--- config.mk ---
export PLATFORM = sky130hd
export DESIGN_NAME = tracer_host
export DESIGN_NICKNAME = d
export VERILOG_FILES = /design/src/rtl/tracer_host.sv
export SDC_FILE = /design/constraint.sdc
export NUM_CORES = 1
export LEC_CHECK = 0
export ABC_AREA = 1
export CAP_MARGIN = 20
export CORE_ASPECT_RATIO = 0.75
export CORE_MARGIN = 10
export CORE_UTILIZATION = 25
export DETAILED_ROUTE_END_ITERATION = 16
export GPL_TIMING_DRIVEN = 0
export PLACE_DENSITY = 0.46
export RECOVER_POWER = 25
export SLEW_MARGIN = 30
export SYNTH_ARGS = -nofsm -noshare
export SYNTH_HDL_FRONTEND = slang
export SYNTH_SLANG_ARGS = --single-unit
--- constraint.sdc ---
create_clock -name clk -period 1.3 [get_ports clk]
set_input_delay 0.26 -clock clk [delete_from_list [all_inputs] [get_ports clk]]
set_output_delay 0.26 -clock clk [all_outputs]
set_load 0.01 [all_outputs]
--- src/rtl/tracer_host.sv ---
// tracer_host: feeds Q6.10 operands to the nibble-serial reciprocal tracer; result 6 cycles after frame start (7 with TRACER_HOST_SYNC_EN).
// One-deep pending buffer gives in_ready backpressure; results have no backpressure and must be taken on the res_valid pulse.
module tracer_host (
   input  logic        clk,
   input  logic        reset,
   input  logic        in_valid,
   output logic        in_ready,
   input  logic [15:0] in_data,
   input  logic        in_abs,
   output logic        res_valid,
   output logic [15:0] res_data,
   output logic        t_reset,
   output logic        t_abs,
   output logic [3:0]  t_data,
   input  logic [7:0]  t_in
);

   logic [2:0]  phase;
   logic        pend;
   logic        pend_abs;
   logic [15:0] pend_data;
   logic        active;
   logic [15:0] shift;
   logic [7:0]  lo;
   logic [7:0]  hi;
   logic        done;
   logic        frame_start;

   assign frame_start = (phase == 3'd5);
   assign in_ready    = !pend;
   assign t_reset     = reset;
   assign res_valid   = done;
   assign res_data    = {hi, lo};

   // Phase free-runs in lockstep with the tracer; an operand only launches on the 5->0 edge.
   always_ff @(posedge clk) begin
      if (reset) begin
         phase     <= 3'd0;
         pend      <= 1'b0;
         pend_abs  <= 1'b0;
         pend_data <= 16'h0000;
         active    <= 1'b0;
         shift     <= 16'h0000;
         t_data    <= 4'h0;
         t_abs     <= 1'b0;
      end else begin
         phase <= frame_start ? 3'd0 : phase + 3'd1;

         if (in_valid && !pend) begin
            pend      <= 1'b1;
            pend_data <= in_data;
            pend_abs  <= in_abs;
         end

         if (frame_start) begin
            active <= pend;
            t_abs  <= pend && pend_abs;
            if (pend) begin
               pend   <= 1'b0;
               t_data <= pend_data[15:12];
               shift  <= {pend_data[11:0], 4'h0};
            end else begin
               t_data <= 4'h0;
               shift  <= 16'h0000;
            end
         end else if (active && (phase < 3'd3)) begin
            t_data <= shift[15:12];
            shift  <= {shift[11:0], 4'h0};
         end else begin
            t_data <= 4'h0;
         end
      end
   end

`ifdef TRACER_HOST_SYNC_EN
   logic [7:0] t_q;
   logic       frame_act;

   // Everything from the pins arrives one cycle late, so capture slides one phase and
   // the ending frame's active flag is held until hi is taken.
   always_ff @(posedge clk) begin
      if (reset) begin
         t_q       <= 8'h00;
         frame_act <= 1'b0;
         lo        <= 8'h00;
         hi        <= 8'h00;
         done      <= 1'b0;
      end else begin
         t_q <= t_in;
         if (phase == 3'd5) begin
            lo        <= t_q;
            frame_act <= active;
         end
         if (phase == 3'd0) begin
            hi <= t_q;
         end
         done <= (phase == 3'd0) && frame_act;
      end
   end
`else
   always_ff @(posedge clk) begin
      if (reset) begin
         lo   <= 8'h00;
         hi   <= 8'h00;
         done <= 1'b0;
      end else begin
         if (phase == 3'd4) begin
            lo <= t_in;
         end
         if (phase == 3'd5) begin
            hi <= t_in;
         end
         done <= (phase == 3'd5) && active;
      end
   end
`endif

endmodule

# Word level (Yosys, flattened, before mapping)
# Index checks and enable logic that the tools add are counted.
[word_totals] reg_bits=60 input_bits=28
[op_classes] addsub=1 order_cmp=1 eq_ne=2 n_mux=9 n_reduce_logical=7
[ops] cell="$mux W16" n=3
[ops] cell="$mux W4" n=3
[ops] cell="$eq A3 B3 Y1 const B" n=2
[ops] cell="$logic_and A1 B1 Y1" n=4
[ops] cell="$add A3 B1 Y3 const B" n=1
[ops] cell="$lt A3 B2 Y1 const B" n=1
[ops] cell="$mux W1" n=3
[ops] cell="$reduce_bool A2 Y1" n=1
[ops] cell="$reduce_or A2 Y1" n=1
[ops] cell="$logic_not A1 Y1" n=1

# Depth between registers and ports, before layout
[logic_depth] word_depth=5 depth_mapped=8

# Worst setup path before layout
# OpenSTA, ideal clock, no wires.
[synth_path] kind="register -> register" startpoint="reg phase[1]" endpoint="reg shift[4]" setup_time_ns=0.069 t_arrival_ns=1.147 t_required_ns=1.231 path_slack_ns=0.084 path_stages_with_launch=8 synth_period_minus_slack_ns=1.216 cell_sequence="dfxtp_1 -> inv_1 -> ha_1 -> nand2_2 -> buf_6 -> buf_6 -> nand3_1 -> o21ai_1"
[synth_between] elab_chain_cells=3 elab_cells_between_ends=5 cone_classes="order compare (1); eq/ne (1); mux (1); reduce/logical (2)"
[synth_rtl] item="start: declaration" line_no="18" source="logic [2:0] phase;"
[synth_rtl] item="start signal: assignment" line_no="47" source="phase <= frame_start ? 3'd0 : phase + 3'd1;"
[synth_rtl] item="$lt A3 B2 Y1" line_no="66" source="end else if (active && (phase < 3'd3)) begin"
[synth_rtl] item="$logic_and A1 B1 Y1" line_no="66"
[synth_rtl] item="$reduce_bool A2 Y1 (no line)"
[synth_rtl] item="end signal: assignment" line_no="61" source="shift <= {pend_data[11:0], 4'h0};"
[synth_rtl] item="end signal: assignment" line_no="68" source="shift <= {shift[11:0], 4'h0};"
[synth_rtl] item="end: declaration" line_no="23" source="logic [15:0] shift;"
# Several ways; a longest one is shown, not always the timed one.
# A chain may end at the register's enable or synchronous reset.

# Worst setup path after layout
[layout_path] startpoint="reg phase[1]" endpoint="reg active"
[layout_between] elab_chain_cells=1
[layout_rtl] item="$eq A3 B3 Y1" line_no="29" source="assign frame_start = (phase == 3'd5);"
[layout_rtl] item="end signal: assignment" line_no="56" source="active <= pend;"
[layout_rtl] item="end: declaration" line_no="22" source="logic active;"
# No other way between the ends.

==> metrics.md <==
| Metric | Value |
|---|---|
| Clock share of power | `37.7%` |
| Share of cells above drive strength 1 | `14.37%` |
| Mapped Area | `2181 µm²` |
| Setup Viol. Count Final | `0` |
| DIE AREA | `12,900 µm²` |
| Type of origin of the critical path | `flop` |
| Largest family of logic cells by synthesized area | `simple AND/OR/NAND/NOR gates` |
| Layout Cells excl Fill | `463` |
| IO Count | `52` |
| Static Leakage | `1.378 nW` |
| Net Sw Power | `0.8522 mW` |
| Comb power frac | `11.3%` |
| TritonCTS Sinks | `56` |
| Via density | `4.052` |
| Unrepaired setup endpoints after global routing | `yes` |
| Yosys warns | `0` |
| Max Cap Viol | `0` |
| Core region area | `8491 µm²` |
| Chip width | `127.8 µm` |
| Wirelength per Cell | `12.12 µm` |
| XOR/XNOR Fraction of Synth Area | `0.4016%` |
| Fmax | `792.2 MHz` |
| Post-Synthesis Cells | `290` |
| Sequential share of power | `51.0%` |
| Cells along the critical path | `inv_2, ha_4, nand2_4, buf_8, nor3_4, buf_6, o21bai_1` |
| Synth Area in Compound Gates | `11.76%` |
| Global-route wire length before repair | `9570 µm` |
| Initial antenna violation count | `0` |
| GPL Wtd Cong | `0.7362` |
| Commonest non-fill, non-tap cells in the layout | `nor2_1, dfxtp_1, nand2_1` |
| Htree depth | `2` |
| Worst skew pair latency | `290 ps` |
| CTS tree | `done` |
| Drt pass-1 iters | `4` |
| CP Data Arrival Time | `1490 ps` |
| Bufs on Longest Clock Path | `2` |
| Slew headroom | `75.15%` |
| Vias | `1,876` |
| Critical path class | `flop to flop` |
| Post-DP HPWL | `4293 µm` |
| Final Hold Fails | `0` |
| Post-Synth Simple-Gate Area | `27.02%` |
| IO buf count | `51` |
| CP Capture Type | `flop` |
| Post-layout net count | `385` |
| ANT cells | `0` |
| Total GRT Usage | `8.953%` |
| Row count | `29` |
| Synth Area in Adders | `1.721%` |
| Slowest cell on crit path | `dfxtp_2` |
| Sequential area share after synthesis | `51.41%` |
| Hold Crit Class | `input pin to flop` |
| Int Pwr | `2.768 mW` |
| DP Area | `2826 µm²` |
| Min Hold Slack | `249.9 ps` |
| Initial DRC count | `59` |
| Fin crit period | `1262 ps` |
| Number of distinct library cells after synthesis | `24` |
| Setup TNS | `0 ps` |
| Max-slew violation count | `0` |
| Remaining global-route overflow | `0` |
| Reg clk slew, reported paths | `70 ps` |
| Switching portion of total power | `23.54%` |
| Pwr per Cell Area | `1173 nW/µm²` |
| Post-Route Skew | `3.041 ps` |
| Antenna Violating Nets Remaining | `0` |
| Post-Syn Area per Cell | `7.520 µm²` |
| Placed cells | `449` |
| Multiplexer share of the synthesized area | `0%` |
| Fill count | `933` |
| Routed WL | `5610 µm` |
| Initial core utilization | `25.69%` |
| Die height | `100.9 µm` |
| DRC Markers | `0` |
| Most common cell after layout, fill and taps aside | `nor2_1` |
| WP data required | `1520 ps` |
| Vias in the first global route | `1,920` |
| Final period util | `97.11%` |
| Net Count, Synth | `321` |
| Status | `finished clean` |
| Largest net degree at the start of global routing | `16` |
| Design area | `3085 µm²` |
| Seq cells post-synth | `56` |
| Largest stage delay, worst path | `320 ps` |
| Worst-Margin Slew | `372.8 ps` |
| Syn-to-layout area delta | `41.48%` |
| CTS root buf | `clkbuf_16` |
| Crit path max fanout | `6` |
| Maximum vdd drop | `497.2 µV` |
| Total CTS buffers | `5` |
[synth_stat cells, drive strengths merged]
cell type	n	area [µm²]
a211oi	1	7.510
a21oi	1	8.760
a22oi	1	7.510
buf	10	73.81
clkbuf	2	7.510
clkinv	1	3.750
dfxtp	56	1121
ha	3	37.54
inv	22	82.58
nand2	44	167.7
nand3	10	55.05
nor2	90	345.3
nor3	2	21.27
o21ai	45	225.2
o21bai	1	7.510
xnor2	1	8.760
[cells by family (layout without fill, tap and decap cells)]
| family | after synthesis | after routing |
|---|---|---|
| and+or+nand+nor | 146 | 146 |
| DFF | 56 | 56 |
| AOI/OAI and AO/OA | 49 | 49 |
| buffers and inverters | 35 | 100 |
| adders and majority gates | 3 | 3 |
| xor gates and xnor gates | 1 | 1 |
[area by class of cell]
cell class,count,area (µm²),share of cell area (%)
Buffer,11,88.84,2.879
Clock buffer,8,146.4,4.745
Inverter,23,88.84,2.879
Multi-Input combinational cell,199,969.7,31.43
Sequential cell,56,1124,36.42
Tap cell,108,135.1,4.380
Timing Repair Buffer,58,533.0,17.27
[worst max-delay path, delay by kind of cell (launching register included)]
family,cells,cell delay [ps]
adders and majority gates,1,140
buffers and inverters,3,380
and+or+nand+nor,2,250
DFF,1,320
AOI/OAI and AO/OA,1,100
[stage by stage]
| stage | util, % | worst slack, ps | power [mW] |
|---|---|---|---|
| finish | 36.34 | 37.62 | 3.621 |
| global route | 36.34 | -54.32 | 3.784 |
| CTS | 35.69 | 7.908 | 3.658 |
| detailed placement | 33.29 | -669.2 | 2.279 |
| global placement | 33.29 | -670.6 | 2.274 |
| floorplan | - | 83.62 | 2.082 |
[power groups by stage]
stage               registers (mW)  clock network (mW)  logic [mW]
detailed placement            1.88                   0       0.399
global route                  1.86                1.46       0.465
CTS                           1.84                1.40       0.412
finish                        1.85                1.36       0.411
floorplan                     1.88                   0       0.204
global placement              1.88                   0       0.397
[path summary, 6_finish.rpt]
check / startpoint / endpoint / slack, ps / cells after the start
setup / recovery: phase[1] / active / 40 / 7
hold / removal: reset / t_abs / 250 / 2
setup reg to reg: phase[1] / active / 40 / 7
hold reg to reg: shift[14] / t_data[2] / 450 / 2
[sequential cells by signal, summed over array words and instances, names as in the netlist]
name,cells
active,1
hi,8
lo,8
pend,1
pend_abs,1
pend_data,16
phase,3
res_valid,1
shift,12
t_abs,1
t_data,4
[metal layers]
metal | global-route usage, % | part of all wire, % | vias to the layer above
met4 | 2.591 | 0.94 | 0
met1 | 11.91 | 52 | 808
met5 | 0 | 0 | -
met3 | 2.419 | 3.7 | 5
li1 | - | - | 1039
met2 | 13.84 | 43 | 24
[repair_timing]
action | 4_1_cts | 5_1_grt
endpoints found under the setup margin | 76 | 36
resized for setup | 47 | 18
hold buffers | 0 | 0
endpoints found under the hold margin | 0 | 0
pin swaps | 2 | 10
setup buffers | 7 | 0
No activity file was read; power rests on OpenSTA's default activity.
